**config.mk**
```make
export PLATFORM = sky130hd
export DESIGN_NAME = class_decide
export DESIGN_NICKNAME = d
export VERILOG_FILES = /design/src/rtl/class_pkg.sv /design/src/rtl/spike_delta_cnt.sv /design/src/rtl/class_decide.sv
export SDC_FILE = /design/constraint.sdc
export NUM_CORES = 1
export LEC_CHECK = 0
export CORE_UTILIZATION = 54
export CTS_BUF_LIST = sky130_fd_sc_hd__clkbuf_16
export DETAILED_ROUTE_END_ITERATION = 10
export PLACE_DENSITY = 0.8
export SETUP_SLACK_MARGIN = 0.4
export SYNTH_ARGS = -nofsm -noshare
export SYNTH_HDL_FRONTEND = slang
export SYNTH_SLANG_ARGS = --single-unit
```
**constraint.sdc**
```tcl
create_clock -name clk -period 2.45 [get_ports clk]
set_input_delay 0.3675 -clock clk [delete_from_list [all_inputs] [get_ports clk]]
set_output_delay 0.3675 -clock clk [all_outputs]
set_load 0.03 [all_outputs]
```
**src/rtl/class_pkg.sv**
```systemverilog
// -----------------------------------------------------------------------------
// class_pkg
// Shared definitions for the class decision stage downstream of neuron_h.
//   state_t      : decision FSM states
//   NUM_CLASSES  : number of competing classes (one potential input each)
//   POT_W        : width of neuron_h's wrapping potential outputs
// -----------------------------------------------------------------------------
package class_pkg;

  localparam int NUM_CLASSES = 2;
  localparam int POT_W       = 3;

  typedef enum logic [1:0] {
    ST_IDLE,
    ST_RUN,
    ST_DRAIN,
    ST_DONE
  } state_t;

endpackage : class_pkg

```
**src/rtl/spike_delta_cnt.sv**
```systemverilog
// -----------------------------------------------------------------------------
// spike_delta_cnt
// Counts value changes on one wrapping potential input. Each cycle with
// det_en high, any difference from the previous sample (including a 7->0 wrap)
// adds exactly one to a saturating counter.
//
// Ports:
//   clk    : clock
//   rst    : synchronous active-high reset (prev and count to zero)
//   load   : start of inference; snapshot pot into prev, clear count
//   det_en : change detection active (RUN / DRAIN)
//   pot    : potential from neuron_h
//   count  : saturating change count
// -----------------------------------------------------------------------------
module spike_delta_cnt
  import class_pkg::*;
#(
  parameter int CNT_W = 8
) (
  input  logic             clk,
  input  logic             rst,
  input  logic             load,
  input  logic             det_en,
  input  logic [POT_W-1:0] pot,
  output logic [CNT_W-1:0] count
);

  logic [POT_W-1:0] prev;

  // NOTE: state is updated with non-blocking assignments so every register
  // samples the pre-edge values and the order of statements does not matter.
  always_ff @(posedge clk) begin
    if (rst) begin
      prev  <= '0;
      count <= '0;
    end else if (load) begin
      prev  <= pot;
      count <= '0;
    end else if (det_en) begin
      prev <= pot;
      // Saturate at all-ones rather than wrapping back to zero.
      if ((pot != prev) && (count != '1)) begin
        count <= count + CNT_W'(1);
      end
    end
  end

endmodule : spike_delta_cnt

```
**src/rtl/class_decide.sv**
```systemverilog
// -----------------------------------------------------------------------------
// class_decide
// Decision stage after neuron_h. On start it raises en_h for an inference
// window, counts spike increments on both potentials (through a short drain
// period covering neuron_h's pipeline), picks the argmax class and offers it on
// a valid/ready handshake. An optional margin ends the window early.
//
// Ports:
//   clk, rst       : clock, synchronous active-high reset
//   start          : one-cycle inference request, honoured only in idle
//   potential1_h   : class-0 potential from neuron_h
//   potential2_h   : class-1 potential from neuron_h
//   en_h           : neuron_h enable, high during the window
//   busy           : inference in progress or result pending
//   result_valid   : result available and held stable
//   result_ready   : consumer accepts the result
//   class_id       : winning class
//   tie            : counts were equal at decision time
//   early          : window ended by the margin rule
//   count1, count2 : per-class spike counts
// -----------------------------------------------------------------------------
module class_decide
  import class_pkg::*;
#(
  parameter int WINDOW       = 64,
  parameter int DRAIN        = 2,
  parameter int CNT_W        = 8,
  parameter int EARLY_MARGIN = 0,
  parameter int TIE_CLASS    = 0
) (
  input  logic             clk,
  input  logic             rst,
  input  logic             start,
  input  logic [POT_W-1:0] potential1_h,
  input  logic [POT_W-1:0] potential2_h,
  output logic             en_h,
  output logic             busy,
  output logic             result_valid,
  input  logic             result_ready,
  output logic             class_id,
  output logic             tie,
  output logic             early,
  output logic [CNT_W-1:0] count1,
  output logic [CNT_W-1:0] count2
);

  localparam int WIN_W = $clog2(WINDOW + 1);
  // A zero-length drain still needs a legal 1-bit counter.
  localparam int DRN_W = (DRAIN < 1) ? 1 : $clog2(DRAIN + 1);

  state_t            state, state_next;
  logic [WIN_W-1:0]  win_cnt;
  logic [DRN_W-1:0]  drain_cnt;

  logic              go_run;
  logic              run_exit;
  logic              decide;
  logic              handshake;
  logic              det_en;
  logic              win_last;
  logic              drain_last;
  logic              margin_hit;
  logic signed [CNT_W:0] diff;
  logic        [CNT_W:0] abs_diff;

  // ---------------------------------------------------------------------------
  // Per-class change counters
  // ---------------------------------------------------------------------------
  assign det_en = (state == ST_RUN) || (state == ST_DRAIN);

  spike_delta_cnt #(.CNT_W(CNT_W)) u_cnt1 (
    .clk    (clk),
    .rst    (rst),
    .load   (go_run),
    .det_en (det_en),
    .pot    (potential1_h),
    .count  (count1)
  );

  spike_delta_cnt #(.CNT_W(CNT_W)) u_cnt2 (
    .clk    (clk),
    .rst    (rst),
    .load   (go_run),
    .det_en (det_en),
    .pot    (potential2_h),
    .count  (count2)
  );

  // ---------------------------------------------------------------------------
  // Early-exit comparator on registered counts; one extra bit keeps the signed
  // difference exact for any pair of CNT_W-bit counts.
  // ---------------------------------------------------------------------------
  assign diff       = $signed({1'b0, count1}) - $signed({1'b0, count2});
  assign abs_diff   = diff[CNT_W] ? (CNT_W+1)'(-diff) : (CNT_W+1)'(diff);
  assign margin_hit = (EARLY_MARGIN != 0) && (int'(abs_diff) >= EARLY_MARGIN);

  assign win_last   = (win_cnt == WIN_W'(WINDOW - 1));
  assign drain_last = (drain_cnt == DRN_W'(DRAIN - 1));

  // ---------------------------------------------------------------------------
  // FSM: next state and one-cycle action strobes
  // ---------------------------------------------------------------------------
  always_comb begin
    // NOTE: every output of this block gets a default first, so no path can
    // leave a value unassigned and infer a latch.
    state_next = state;
    go_run     = 1'b0;
    run_exit   = 1'b0;
    decide     = 1'b0;
    handshake  = 1'b0;
    unique case (state)
      ST_IDLE: begin
        if (start) begin
          go_run     = 1'b1;
          state_next = ST_RUN;
        end
      end
      ST_RUN: begin
        if (win_last || margin_hit) begin
          run_exit   = 1'b1;
          state_next = (DRAIN == 0) ? ST_DONE : ST_DRAIN;
        end
      end
      ST_DRAIN: begin
        if (drain_last) state_next = ST_DONE;
      end
      ST_DONE: begin
        // First DONE cycle registers the decision from the final counts;
        // afterwards the result waits for the consumer.
        if (!result_valid) begin
          decide = 1'b1;
        end else if (result_ready) begin
          handshake  = 1'b1;
          state_next = ST_IDLE;
        end
      end
      default: state_next = ST_IDLE;
    endcase
  end

  always_ff @(posedge clk) begin
    if (rst) state <= ST_IDLE;
    else     state <= state_next;
  end

  // ---------------------------------------------------------------------------
  // Registered outputs and window/drain counters
  // ---------------------------------------------------------------------------
  always_ff @(posedge clk) begin
    if (rst) begin
      en_h         <= 1'b0;
      busy         <= 1'b0;
      result_valid <= 1'b0;
      class_id     <= 1'b0;
      tie          <= 1'b0;
      early        <= 1'b0;
      win_cnt      <= '0;
      drain_cnt    <= '0;
    end else begin
      if (go_run) begin
        en_h      <= 1'b1;
        busy      <= 1'b1;
        class_id  <= 1'b0;
        tie       <= 1'b0;
        early     <= 1'b0;
        win_cnt   <= '0;
        drain_cnt <= '0;
      end

      if (state == ST_RUN) win_cnt <= win_cnt + WIN_W'(1);

      if (run_exit) begin
        en_h      <= 1'b0;
        early     <= margin_hit;
        drain_cnt <= '0;
      end

      if (state == ST_DRAIN) drain_cnt <= drain_cnt + DRN_W'(1);

      if (decide) begin
        result_valid <= 1'b1;
        tie          <= (count1 == count2);
        if (count1 == count2) class_id <= 1'(TIE_CLASS);
        else                  class_id <= (count2 > count1);
      end

      if (handshake) begin
        result_valid <= 1'b0;
        busy         <= 1'b0;
      end
    end
  end

endmodule : class_decide

```
* Word level (Yosys, flattened, before mapping)
Index checks and enable logic that the tools add are counted.
Storage, ports and cells: bits in registers 38, input bits 10, output and inout port bits 22, logic and storage cells 74
Operators by class: add/subtract/negate cells 4, $lt $le $gt $ge 1, eq/ne operators 15, mux-type cells 28, reduce and logical (&&, ||, !) cells 14
Operators with widths (number):
- adder 8 x 1 -> 8 bit (second input constant) | 2
- 2-to-1 mux 2 bit | 8
- != test 8 bit (second input constant) | 2
- 2-to-1 mux 7 bit | 2
- 2-to-1 mux 1 bit | 13
- 2-to-1 mux 3 bit | 4
- != test 2 bit (second input constant) | 5
- == test 8 bit | 1
- > comparator 8 bit | 1
- one-hot mux 2 bit (4 select lines) | 1
- adder 7 x 1 -> 7 bit (second input constant) | 1
- == test 7 x 6 -> 1 bit (second input constant) | 1
- != test 3 bit | 2
- nonzero test 2 bit | 3
- OR reduction 2 bit | 3
- AND reduction 5 bit | 1
- == test 2 x 1 -> 1 bit (second input constant) | 2
- == test 2 bit (second input constant) | 2
- AND reduction 2 bit | 2
- nonzero test 3 bit | 1
- adder 2 x 1 -> 2 bit (second input constant) | 1
- logical AND 1 bit | 2
- logical NOT 2 bit | 1
- logical OR 1 bit | 1

* Longest topological paths before layout
depth after elaboration 5, mapped depth 7, gate-level depth less buffers 6

* Modules after synthesis
From an unflattened synthesis, not the netlist that was laid out.
Unflattened totals: cells, all modules 246, area, all modules 2103.3 um^2
By module, submodules not included:
- spike_delta_cnt | times used 2, cells each 63, area an instance 543.0 um^2, seq. area each 220.2 um^2
- class_decide | times used 1, cells each 120, area an instance 1017.2 um^2, seq. area each 320.3 um^2

* Least setup slack after synthesis
No wires, ideal clock.
kind register to register, from reg u_cnt1.count[0], to reg u_cnt1.count[6], setup time 132 ps, arrival time 1583 ps, data required time 2318 ps, setup slack 734 ps, cell stages (with the launch flop) 6, buffers on the path 0, period minus slack after synthesis 1716 ps, path through dfxtp_1 > ha_1 > nand2_1 > a2111oi_0 > a21o_1 > a21oi_1
On the way: word-level cells in the longest chain between the ends 3, elaborated cells between the ends (all ways) 4, classes of those cells add/sub (1); eq/ne (1); reduce/logical (2)
RTL lines:
- start: declaration | line spike_delta_cnt.sv:25 | output logic [CNT_W-1:0] count
- start signal: assignment | line spike_delta_cnt.sv:43 | count <= count + CNT_W'(1);
- parallel branches: the longest is 3 deep, another holds adder 8 x 1 -> 8 bit
Several ways; the timed one is not identified. A chain may end at the register's enable or synchronous reset.

* Worst setup path after layout
from reg state[0], to reg u_cnt2.count[7]
On the way: word-level cells in the longest chain between the ends 3, elaborated cells between the ends (all ways) 7, classes of those cells eq/ne (2); mux (1); reduce/logical (4)
RTL lines:
- start: declaration | line class_decide.sv:51 | state_t state, state_next;
- start signal: assignment | line class_decide.sv:143 | else state <= state_next;
- == test 2 x 1 -> 1 bit (tied with other cells) | line class_decide.sv:69 | assign det_en = (state == ST_RUN) || (state == ST_DRAIN);
- logical OR 1 bit / 2-to-1 mux 1 bit (equally long branches) | line class_decide.sv:69, class_decide.sv:111
- AND reduction 2 bit (no line) / OR reduction 2 bit (equally long branches)
- end signal: assignment | line spike_delta_cnt.sv:43
- end: declaration | line spike_delta_cnt.sv:25
Parallel ways exist; a longest one is shown, timed or not.

==> results.md <==
* TritonRoute pass-1 iters at 4
* Post-DP HPWL at 3410 um
* Status: finished, final reports clean
* Overall Power at 2340 uW
* CTS Buffer Depth at 2
* Final antenna-violating net count at 0
* Final Critical Period at 1930 ps
* I/O Pins at 32
* Slowest cell on crit path: ha_1
* Die Y-Extent at 64.7 um
* CTS H-tree depth at 2
* Placer Congestion at 0.793
* Post-synth EDFFs at 0
* Via-to-Cell Ratio at 5.91
* Nets at 316
* Port bufs at 30
* Synthesized area at 2120 um^2
* Max incr delay on CP at 410 ps
* Maxcap violations at 0
* Area leader, netlist: dfxtp_1
* Yosys top cell area share at 0.358
* Iter 0 DRT Violations at 124
* Most frequent cells in the layout: dfxtp_1 (38), nand2_1 (36), clkdlybuf4s50_1 (30), a21oi_1 (23)
* WL final at 4680 um
* Cts hold-fix bufs at 0
* GRT Overall Usage at 0.240
* Die ar. at 4190 um^2
* Hold_ws at 463 ps
* Vias in the first global route at 1830
* Grt total ovfl at 0
* Setup TNS at 0 ps
* Clock latency on the worst-skew pair at 280 ps
* Leakage power at 0.000957 uW
* Layout Skew at 4.62 ps
* Synth warn at 0
* Placement Cell Area at 2460 um^2
* FF+latch count, synth at 38
* Starting Density at 0.572
* Crit path DAT at 2100 ps
* Postcts setup bufs at 0
* Rows at 22
* Pwr/cell area at 899 nW/um^2
* Layout area overhead at 22.5%
* Async SR Flop Fraction at 0
* CP Launch Type: register
* Peak supply drop at 577 uV
* Via count at 2003
* Layout cells sized above 1 at 0.0584
* Synthesized net count at 284
* Worst-path clk slew at 60 ps
* Endpoints failing setup at 0
* Die X at 64.7 um
* TritonCTS clock tree: done
* Critical Path Sink Type: register
* Cell area after layout at 2600 um^2
* Fillers at 311
* Most common cell after layout, fill and taps aside: dfxtp_1
* Netlist cell types at 48
* CORE AREA at 3720 um^2
* Worst path buffer plus inverter count at 1
* Synth Area per Inst at 8.23 um^2
* CP cell instances: inv_1 > ha_1 > and4_1 > o21ai_0 > o31a_2 > o21a_1
* Layout Utilization at 0.700
* F_max at 0.518 GHz
* Gate Count Post-Synth at 258
* Root Buffer: clkbuf_16
* Crit Path Category: register to register
* Diodes inserted at 0
* Worst-Margin Slew at 650 ps
* Register area share after synthesis at 0.358
* Post-route clock period utilization at 0.788
* Worst rel slew slack at 0.555
* CP delay by family, top: compound AO/OA/AOI/OAI gates
* Cts repair resizes at 0
* Required @ worst endpoint at 2620 ps
* Largest net degree at the start of global routing at 18
* Max-slew violation count at 0
* CTS buffer count at 5
* Hold crit path type: register to register
* WL per Instance at 13.8 um
* Main flop type after synthesis: dfxtp_1
* CP max FO at 6
* Antenna violations before repair at 0
* Largest cells by area after synthesis: dfxtp_1 (36%), ha_1 (9.4%), nand2_1 (6.4%)
* Final Hold Viols at 0
* Residual DRC at 0
* RSZ-0062 raised after global routing: no
* Clk sinks at 38
* First-pass GRT wire length at 7880 um
worst reg2reg max path: cells and delay by family, from the launching register on:
kind / cells / cell delay (ps)
compound gates: 3 / 720
fa+ha+maj: 1 / 410
flops: 1 / 390
simple gates: 1 / 220
buf+inv: 1 / 80
routing by layer:
| layer | global-route usage | part of all wire | wire [um] | up-vias |
|---|---|---|---|---|
| li1 | - | - | - | 998 |
| met1 | 0.290 | 0.46 | 2140 | 940 |
| met2 | 0.419 | 0.49 | 2300 | 59 |
| met3 | 0.0528 | 0.039 | 184 | 6 |
| met4 | 0.0722 | 0.012 | 55 | 0 |
| met5 | 0 | 0 | 0 | - |
cell type report:
cell class	count	area [um^2]	share of cell area
inverters	16	60.1	0.0231
multi-input cells	196	1260	0.485
flip-flops and latches	38	761	0.292
clock inverters	3	12.5	0.00481
well taps	48	60.1	0.0231
repair buffers	33	323	0.124
clock buffers	5	125	0.0481
power breakdown:
| group | leakage [uW] | switching (uW) | internal, uW |
|---|---|---|---|
| registers | 0.000309 | 89.6 | 719 |
| clock network | 0.0000724 | 238 | 368 |
| logic | 0.000576 | 585 | 342 |
cell usage after synthesis, drive strengths merged (3+ instances only):
cell    count
a211oi      6
ha         16
nand3       8
a31oi       4
nor3        4
buf         3
xnor2       6
clkbuf      5
nand4       8
a31o        3
and3        4
inv        16
dfxtp      38
mux2i       5
nor2       17
a21oi      23
nand2b      6
a21o        3
o21ai       8
a311oi      4
nand2      36
through the flow:
stage	setup slack, ps	std cells
2_1_floorplan	734	258
3_3_place_gp	473	331
3_5_place_dp	455	331
4_1_cts	532	339
5_1_grt	418	339
6_report	520	339
state kept, by name, indices dropped and copies added (netlist names), 2 cells and up:
signal	cells
drain_cnt	2
state	2
u_cnt1.count	8
u_cnt1.prev	3
u_cnt2.count	8
u_cnt2.prev	3
win_cnt	7
path summary, 6_finish.rpt:
kind         slack, ps                      endpoint  depth (start not counted)                         from
min reg2reg        460   u_cnt1.prev[1]$_SDFFE_PP0P_                          2  u_cnt1.prev[1]$_SDFFE_PP0P_
max reg2reg        520  u_cnt2.count[7]$_SDFFE_PP0P_                          6        state[0]$_SDFFE_PP0P_
min                460   u_cnt1.prev[1]$_SDFFE_PP0P_                          2  u_cnt1.prev[1]$_SDFFE_PP0P_
max                520  u_cnt2.count[7]$_SDFFE_PP0P_                          6        state[0]$_SDFFE_PP0P_
logic make-up after synthesis:
| kind of cell | share of synthesized area |
|---|---|
| simple gates | 0.249 |
| compound gates | 0.201 |
| flops | 0.358 |
| buf+inv | 0.0483 |
| fa+ha+maj | 0.0942 |
| xor+xnor | 0.0247 |
| mux | 0.0236 |
| other cells | 0.00177 |
No activity file was read; power rests on OpenSTA's default activity.
